**src/rtl/ap_wall_cpa_pipe_if.sv**
```systemverilog
// ap_wall_cpa_pipe_if: row-pair input and product output handshake bundle of the CPA stage
interface ap_wall_cpa_pipe_if #(parameter int WIDTH = 16);
  logic             in_valid, in_ready, out_valid, out_ready;
  logic             cout, ovf_sticky, ovf_clr;
  logic [WIDTH-1:0] row_s, row_c, prod;
  modport master (output in_valid, row_s, row_c, out_ready, ovf_clr,
                  input  in_ready, out_valid, prod, cout, ovf_sticky);
  modport slave  (input  in_valid, row_s, row_c, out_ready, ovf_clr,
                  output in_ready, out_valid, prod, cout, ovf_sticky);
endinterface

```
**src/rtl/ap_wall_cpa_pipe.sv**
```systemverilog
// ap_wall_cpa_pipe: two-stage carry-propagate adder for the approximate Wallace rows, split at LO_W; AP_CPA_SAT_EN saturates on carry-out
module ap_wall_cpa_pipe #(
  parameter int WIDTH = 16,
  parameter int LO_W  = 8
) (
  input  logic                clk,
  input  logic                rst_n,
  ap_wall_cpa_pipe_if.slave   bus
);
  localparam int HI_W = WIDTH - LO_W;

  logic             r_v1, r_c1, r_v2, r_cout, r_ovf;
  logic [LO_W-1:0]  r_lo1;
  logic [HI_W-1:0]  r_s_hi, r_c_hi;
  logic [WIDTH-1:0] r_prod;
  logic             w_ready1, w_ready2;
  logic [LO_W:0]    w_lo_sum;
  logic [HI_W:0]    w_hi_sum;
  logic [WIDTH-1:0] w_prod;

  assign w_ready2 = !r_v2 || bus.out_ready;
  assign w_ready1 = !r_v1 || w_ready2;
  assign w_lo_sum = {1'b0, bus.row_s[LO_W-1:0]} + {1'b0, bus.row_c[LO_W-1:0]};
  assign w_hi_sum = {1'b0, r_s_hi} + {1'b0, r_c_hi} + {{HI_W{1'b0}}, r_c1};
`ifdef AP_CPA_SAT_EN
  assign w_prod = w_hi_sum[HI_W] ? '1 : {w_hi_sum[HI_W-1:0], r_lo1};
`else
  assign w_prod = {w_hi_sum[HI_W-1:0], r_lo1};
`endif

  assign bus.in_ready   = w_ready1;
  assign bus.out_valid  = r_v2;
  assign bus.prod       = r_prod;
  assign bus.cout       = r_cout;
  assign bus.ovf_sticky = r_ovf;

  // Stage 1: low-half add plus pass-through of the upper row slices
  always_ff @(posedge clk or negedge rst_n) begin
    if (!rst_n) begin
      r_v1   <= 1'b0;
      r_c1   <= 1'b0;
      r_lo1  <= '0;
      r_s_hi <= '0;
      r_c_hi <= '0;
    end else if (w_ready1) begin
      r_v1 <= bus.in_valid;
      if (bus.in_valid) begin
        {r_c1, r_lo1} <= w_lo_sum;
        r_s_hi        <= bus.row_s[WIDTH-1:LO_W];
        r_c_hi        <= bus.row_c[WIDTH-1:LO_W];
      end
    end
  end

  // Stage 2: high-half add with the stage-1 carry, held until the output handshake
  always_ff @(posedge clk or negedge rst_n) begin
    if (!rst_n) begin
      r_v2   <= 1'b0;
      r_prod <= '0;
      r_cout <= 1'b0;
    end else if (w_ready2) begin
      r_v2 <= r_v1;
      if (r_v1) begin
        r_prod <= w_prod;
        r_cout <= w_hi_sum[HI_W];
      end
    end
  end

  // Sticky overflow: set by a delivered result with carry-out, clear wins over set
  always_ff @(posedge clk or negedge rst_n) begin
    if (!rst_n) r_ovf <= 1'b0;
    else if (bus.ovf_clr) r_ovf <= 1'b0;
    else if (r_v2 && bus.out_ready && r_cout) r_ovf <= 1'b1;
  end
endmodule

```
**src/flat_wrapper.sv**
```systemverilog
// flat-port wrapper written by rule: the top's interface ports become plain ports
module ap_wall_cpa_pipe_flat 
#(
  parameter int WIDTH = 16,
  parameter int LO_W  = 8
)
  (clk, rst_n, bus_in_valid, bus_row_s, bus_row_c, bus_out_ready, bus_ovf_clr, bus_in_ready, bus_out_valid, bus_prod, bus_cout, bus_ovf_sticky);
  ap_wall_cpa_pipe_if #(.WIDTH(WIDTH)) bus_i ();
  input  logic clk;
  input  logic rst_n;
  input wire logic [$bits(bus_i.in_valid)-1:0] bus_in_valid;
  input wire logic [$bits(bus_i.row_s)-1:0] bus_row_s;
  input wire logic [$bits(bus_i.row_c)-1:0] bus_row_c;
  input wire logic [$bits(bus_i.out_ready)-1:0] bus_out_ready;
  input wire logic [$bits(bus_i.ovf_clr)-1:0] bus_ovf_clr;
  output wire logic [$bits(bus_i.in_ready)-1:0] bus_in_ready;
  output wire logic [$bits(bus_i.out_valid)-1:0] bus_out_valid;
  output wire logic [$bits(bus_i.prod)-1:0] bus_prod;
  output wire logic [$bits(bus_i.cout)-1:0] bus_cout;
  output wire logic [$bits(bus_i.ovf_sticky)-1:0] bus_ovf_sticky;
  assign bus_i.in_valid = bus_in_valid;
  assign bus_i.row_s = bus_row_s;
  assign bus_i.row_c = bus_row_c;
  assign bus_i.out_ready = bus_out_ready;
  assign bus_i.ovf_clr = bus_ovf_clr;
  assign bus_in_ready = bus_i.in_ready;
  assign bus_out_valid = bus_i.out_valid;
  assign bus_prod = bus_i.prod;
  assign bus_cout = bus_i.cout;
  assign bus_ovf_sticky = bus_i.ovf_sticky;
  ap_wall_cpa_pipe #(.WIDTH(WIDTH), .LO_W(LO_W)) u_core (.clk(clk), .rst_n(rst_n), .bus(bus_i));
endmodule
```
**config.mk**
```make
export PLATFORM = sky130hd
export DESIGN_NAME = ap_wall_cpa_pipe_flat
export DESIGN_NICKNAME = d
export VERILOG_FILES = /design/src/rtl/ap_wall_cpa_pipe_if.sv /design/src/rtl/ap_wall_cpa_pipe.sv /design/src/flat_wrapper.sv
export SDC_FILE = /design/constraint.sdc
export NUM_CORES = 1
export LEC_CHECK = 0
export ABC_AREA = 1
export CORE_MARGIN = 2
export CORE_UTILIZATION = 51
export CTS_BUF_LIST = sky130_fd_sc_hd__clkbuf_8
export DETAILED_ROUTE_END_ITERATION = 6
export PLACE_DENSITY = 0.81
export SETUP_SLACK_MARGIN = 0.3
export SYNTH_ARGS = -nofsm -noshare
export SYNTH_HDL_FRONTEND = slang
export SYNTH_SLANG_ARGS = --single-unit
```
**constraint.sdc**
```tcl
create_clock -name clk -period 2.6 [get_ports clk]
set_clock_uncertainty 0.2 [all_clocks]
set_input_delay 0.78 -clock clk [delete_from_list [all_inputs] [get_ports clk]]
set_output_delay 0.78 -clock clk [all_outputs]
set_load 0.005 [all_outputs]
```
==> results of run 1 <==
[Yosys cell counts]
library cell,count,share of area (%)
buf_6,1,0.47
inv_2,2,0.31
nand2_2,2,0.52
or2_2,1,0.26
nand3b_1,4,1.3
buf_2,5,1.0
nand3_2,1,0.42
a21oi_1,11,2.3
nor2_1,9,1.4
xnor2_1,1,0.37
dfrtp_1,45,47
nand2_1,132,21
o21ai_0,7,1.5
ha_1,15,7.8
a211oi_1,1,0.31
o21bai_1,1,0.31
buf_4,2,0.63
or2_1,2,0.52
nand3_1,20,4.2
o21ai_1,4,0.84
o22ai_2,2,1.0
fa_1,3,2.5
inv_1,27,4.2
[stage by stage]
step / setup TNS, ps / instance area [um2] / hold slack (ps) / worst slack (ps)
after floorplan: 0 / 2394 / 242.2 / 509.5
after global placement: -242.5 / 3020 / 251.7 / -242.5
after detailed placement: -321.1 / 3020 / 260.6 / -254.3
after CTS: 0 / 3108 / 254.8 / 320.9
after global routing: 0 / 3126 / 286.6 / 245.8
final: 0 / 3126 / 241.2 / 325.8
[timing repair]
item,in CTS,in global routing
setup buffers,0,1
setup endpoints to repair,2,4
pin swaps,0,2
resized for setup,7,4
[metal layers]
| metal | vias up | routed length (um) | part of all wire (%) | GRT usage, % |
|---|---|---|---|---|
| li1 | 1054 | - | - | - |
| met1 | 947 | 2249 | 45 | 26.19 |
| met2 | 60 | 2354 | 47 | 35.78 |
| met3 | 14 | 257 | 5.2 | 3.889 |
| met4 | 0 | 126 | 2.5 | 8.642 |
| met5 | - | 0 | 0 | 0 |
[critical path, stage by stage]
cell	delay, ps
dlygate4sd2_1	250
inv_2	60
nand3_2	70
buf_2	130
[cell families (layout without fill, tap and decap cells)]
kind of cell             after synthesis  in the layout  synth area share (%)
flip-flops                            45             45                 47.05
AND/OR/NAND/NOR                      171            171                 29.27
adder cells (fa/ha/maj)               18             18                 10.35
buffers and inverters                 37            100                 6.691
XOR/XNOR                               1              1                0.3660
AO/OA/AOI/OAI                         26             26                 6.273
[flip-flops by register name, summed over array words and instances (netlist names)]
register and count:
u_core.r_c1 1, u_core.bus.prod 16, u_core.r_s_hi 8, u_core.bus.ovf_sticky 1, u_core.bus.cout 1, u_core.bus.out_valid 1, u_core.r_c_hi 8, u_core.r_v1 1
u_core.r_lo1 8
[cell type report]
type	instances	area, um2	share of cell area (%)
clock inverter	3	22.52	0.7206
multi-input combinational	216	1120	35.83
timing repair buffer	63	614.3	19.66
tap	52	65.06	2.082
clock buffer	5	68.82	2.202
sequential	45	1126	36.03
inverter	29	108.9	3.483
[cell usage in the layout, fill, tap and decap left out]
cell type / count
nand3_2: 1
nand2_2: 4
a211oi_1: 1
or2_2: 1
or2_1: 2
a21oi_1: 11
clkbuf_8: 5
fa_1: 1
ha_2: 1
nand2_1: 130
buf_2: 2
nand3_1: 20
clkdlybuf4s50_1: 53
ha_1: 14
dlygate4sd2_1: 1
clkinvlp_4: 3
buf_12: 1
o21bai_1: 1
inv_2: 3
nor2_1: 9
inv_1: 26
o22ai_2: 2
o21ai_0: 7
nand3b_1: 4
fa_2: 2
xnor2_1: 1
buf_4: 6
dfrtp_1: 45
o21ai_1: 4
[power breakdown]
group	switching [mW]	total (mW)	internal, mW	leakage (nW)
Sequential	0.112	0.992	0.880	0.549
Clock	0.248	0.437	0.188	0.0364
Combinational	0.395	0.842	0.447	1.02
[worst max-delay path by stage]
stage,from,to,slack (ps),cells past startpoint
2_1_floorplan,bus_row_c[0],u_core.r_lo1[6]$_DFFE_PN0P_,510,8
3_3_place_gp,bus_out_ready,bus_in_ready,-240,4
5_1_grt,bus_row_c[0],u_core.r_lo1[6]$_DFFE_PN0P_,250,10
6_report,bus_out_ready,bus_in_ready,330,4
4_1_cts,bus_row_c[0],u_core.r_lo1[6]$_DFFE_PN0P_,320,10
3_5_place_dp,bus_out_ready,bus_in_ready,-250,4
==> results.toml, run 1 <==
[cts]
cts.sinks = 45
cts_made_buffers = 5
clk_pin_slew_ps = 90
cts_max_level = 2
cts_root_buf = "clkbuf_8"
clk_path_buf_depth = 2
cts_tree = "built"
insertion_delay_ps = 310
hold_buffers = 0

[worst_setup_path]
end_kind = "primary output"
worstPathMaxFanout = 2
ff2ff_path_depth = 9
worstSetupPathType = "input pin to primary output"
required_ps = 1620
cp_data_arrival_time_ps = 1290
r2r-start = "u_core.r_c_hi[0]$_DFFE_PN0P_"
crit_path_start_kind = "input pin"
reg2reg_to = "u_core.bus.prod[14]$_DFFE_PN0P_"
reg2reg_slack_ps = 520

[grt]
groute.usage.overall_pct = 20.93
grt_pass1_vias = 1983
antenna_found_initial = 0
grt_max_degree = 24
grt_pass1_wl_um = 8473
gr-total-overflow = 0

[detailed_routing]
drt_iter0_markers = 122
avgRoutedWirePerCell_um = 12.08
antenna_left = 0
wl_um = 4988
drcViolationCount = 0
viasPerCell = 5.024
drt_first_pass_iters = 4
num_vias = 2075

[synth]
yosysUniqueCellTypes = 23
synth_nets = 353
yosysWarningCount = 0
syn_area_um2 = 2394
synth_seq_cells = 45
syn-mean-instance-area_um2 = 8.032
ys_seq_area_share_pct = 47.05
postSynthCellCount = 298

[floorplanning]
rows = 24
start_util_pct = 53.86
die_h_um = 72.51
die_w_um = 72.51
core-area_um2 = 4444
dieArea_um2 = 5257
io-pin-count = 57

[power]
total_power_mw = 2.270
vdd_drop_max_mv = 0.4005
leakagePower_nw = 1.608
pwr_density_cell_nw_per_um2 = 726.4

[cells_and_area]
area_growth_syn_to_layout_pct = 30.58
nets = 415
fin_cells = 413
drive_above_1_share_pct = 8.587
n_antenna_cell = 0
nFillCells = 370
final_util_pct = 70.33

[timing]
finalCritPeriodShare_pct = 87.47
drv_slew = 0
slew_headroom_pct = 63.63
final.min_clock_period_ps = 2274
setup_viol = 0
worstMarginPinSlew_ps = 545.5
fmax_mhz = 439.7
rsz0062_at_grt = "yes"
hold_viol = 0

[placed_design]
dp.final_hpwl_um = 3838
io_buffers = 56
place_inst = 404
gp_congestion = 0.8290

[outcome]
outcome = "finished clean"

[min_path]
hp-class = "input pin to asynchronous set/reset pin"

[job]
cap_violations = 0
(Power assumes the default switching activity.)
==> run 2: changes to the inputs <==
CORE_UTILIZATION = 45   (was 51)
PLACE_DENSITY = 0.72   (was 0.81)
==> run 2 against run 1 <==
  * Power decreased by 2.3%
  * Combinational power decreased by 1%
  * Setup slack improved by 19 ps
  * Clock-buffer cell count unchanged
  * Utilization decreased by 8.7 points
  * Largest cell class unchanged
  * Non-clock buffer count increased by 2
==> results.toml, run 2 (synthesis results as in run 1) <==
[power]
total_power_mw = 2.219
clkPwrFrac_pct = 17.8
seq_power_share_pct = 44.7
leakagePower_nw = 1.639
pwr_density_cell_nw_per_um2 = 705.2
p_comb_share_pct = 37.6
p_int_mw = 1.507
vdd_drop_max_mv = 0.3058
switchingPower_uw = 711.7
p_sw_share_pct = 32.07

[cells_and_area]
nets = 417
drive_above_1_share_pct = 8.540
final_common_cell = "nand2_1"
largest_reg_flops = 16
mostFrequentLayoutCells = "nand2_1 (130), clkdlybuf4s50_1 (52), dfrtp_1 (45)"
area_growth_syn_to_layout_pct = 31.47
nFillCells = 465
n_antenna_cell = 0
final_area_um2 = 3147

[detailed_routing]
drt-met1-wl_um = 2253
drcViolationCount = 0
drt_first_pass_iters = 6
num_vias = 2043
drt_iter0_markers = 75
avgRoutedWirePerCell_um = 11.19
antenna_left = 0
dr_wl_met2_um = 2340
routed-wl-met3_um = 182
highest_layer = "met4"
wl_um = 4845
viasPerCell = 4.718

[worst_setup_path]
ff2ff_path_depth = 9
worstSetupPathType = "input pin to primary output"
r2r-start = "u_core.r_c_hi[0]$_DFFE_PN0P_"
reg2reg_slack_ps = 500
crit_path_start_kind = "input pin"
required_ps = 1620
cp_data_arrival_time_ps = 1280
end_kind = "primary output"
reg2reg_to = "u_core.bus.prod[14]$_DFFE_PN0P_"
worstPathMaxFanout = 2

[floorplanning]
io-pin-count = 57
die_h_um = 76.93
rows = 26
core-area_um2 = 5107
die_w_um = 76.93
dieArea_um2 = 5918
start_util_pct = 46.86

[timing]
tns_ps = 0
hold_viol = 0
rsz0062_at_grt = "yes"
setup_viol = 0
finalCritPeriodShare_pct = 86.74
final.min_clock_period_ps = 2255
drv_slew = 0
worstMarginPinSlew_ps = 538.3
fmax_mhz = 443.4
slew_headroom_pct = 64.11

[cts]
cts_max_level = 2
cts_root_buf = "clkbuf_8"
clk_path_buf_depth = 2
cts_made_buffers = 5
clk_pin_slew_ps = 80
insertion_delay_ps = 290
cts_tree = "built"
cts.sinks = 45

[placed_design]
dp.final_hpwl_um = 3739
gp_congestion = 0.8025
placed_area_um2 = 3045
io_buffers = 56

[grt]
antenna_found_initial = 0
gr-total-overflow = 0
grt_pass1_wl_um = 8804
grt_pass1_vias = 2004
grt_max_degree = 26
groute.usage.overall_pct = 18.55

[outcome]
outcome = "finished clean"

[job]
cap_violations = 0

[min_path]
hp-class = "input pin to asynchronous set/reset pin"
run 2: worst max path at each step:
| stage | startpoint | to | slack, ps | cells after the start |
|---|---|---|---|---|
| final | bus_out_ready | bus_in_ready | 340 | 4 |
| after CTS | bus_row_c[0] | u_core.r_lo1[6]$_DFFE_PN0P_ | 310 | 10 |
| after detailed placement | bus_out_ready | bus_in_ready | -250 | 4 |
| after global routing | bus_row_s[0] | u_core.r_lo1[6]$_DFFE_PN0P_ | 280 | 10 |
| after global placement | bus_out_ready | bus_in_ready | -240 | 4 |
| after floorplan | bus_row_c[0] | u_core.r_lo1[6]$_DFFE_PN0P_ | 510 | 8 |
run 2: area by class of cell:
cell class	instances	area [um2]	share of cell area (%)
timing repair buffer	65	619.3	19.68
inverter	29	108.9	3.459
clock inverter	3	11.26	0.3579
multi-input combinational	216	1125	35.75
sequential	45	1126	35.79
tap	70	87.58	2.783
clock buffer	5	68.82	2.187
run 2: routing by layer:
layer  GRT usage, %  up-vias
li1               -     1063
met5              0        -
met1          23.37      934
met2          31.40       40
met4          6.000        0
met3          4.471        6
run 2: timing repair:
| action | 4_1_cts | 5_1_grt |
|---|---|---|
| resized for setup | 6 | 7 |
| setup endpoints to repair | 2 | 5 |
| buffers inserted | 0 | 1 |
| hold buffers | 0 | 0 |
| pin swaps | 0 | 5 |
run 2: per-stage QoR:
stage | setup slack [ps] | utilization (%) | cells | hold slack, ps
finish | 344.9 | 61.61 | 433 | 260.2
detailed placement | -249.3 | 59.63 | 424 | 263.4
CTS | 312.9 | 61.12 | 432 | 273.7
global placement | -244.5 | 59.63 | 424 | 256.2
global route | 282.7 | 61.61 | 433 | 286.2
floorplan | 509.5 | - | 298 | 242.2
run 2: power groups by stage:
stage               logic, mW  registers, mW  clock network, mW
floorplan               0.427          0.993                  0
global placement        0.817          0.999                  0
detailed placement      0.837           1.00                  0
CTS                     0.838          0.993              0.410
global route            0.957           1.02              0.435
finish                  0.834          0.991              0.394
run 2: critical path, cell delays in order:
cell           delay (ps)
dlygate4sd2_1         250
inv_2                  60
nand3_2                50
buf_2                 130
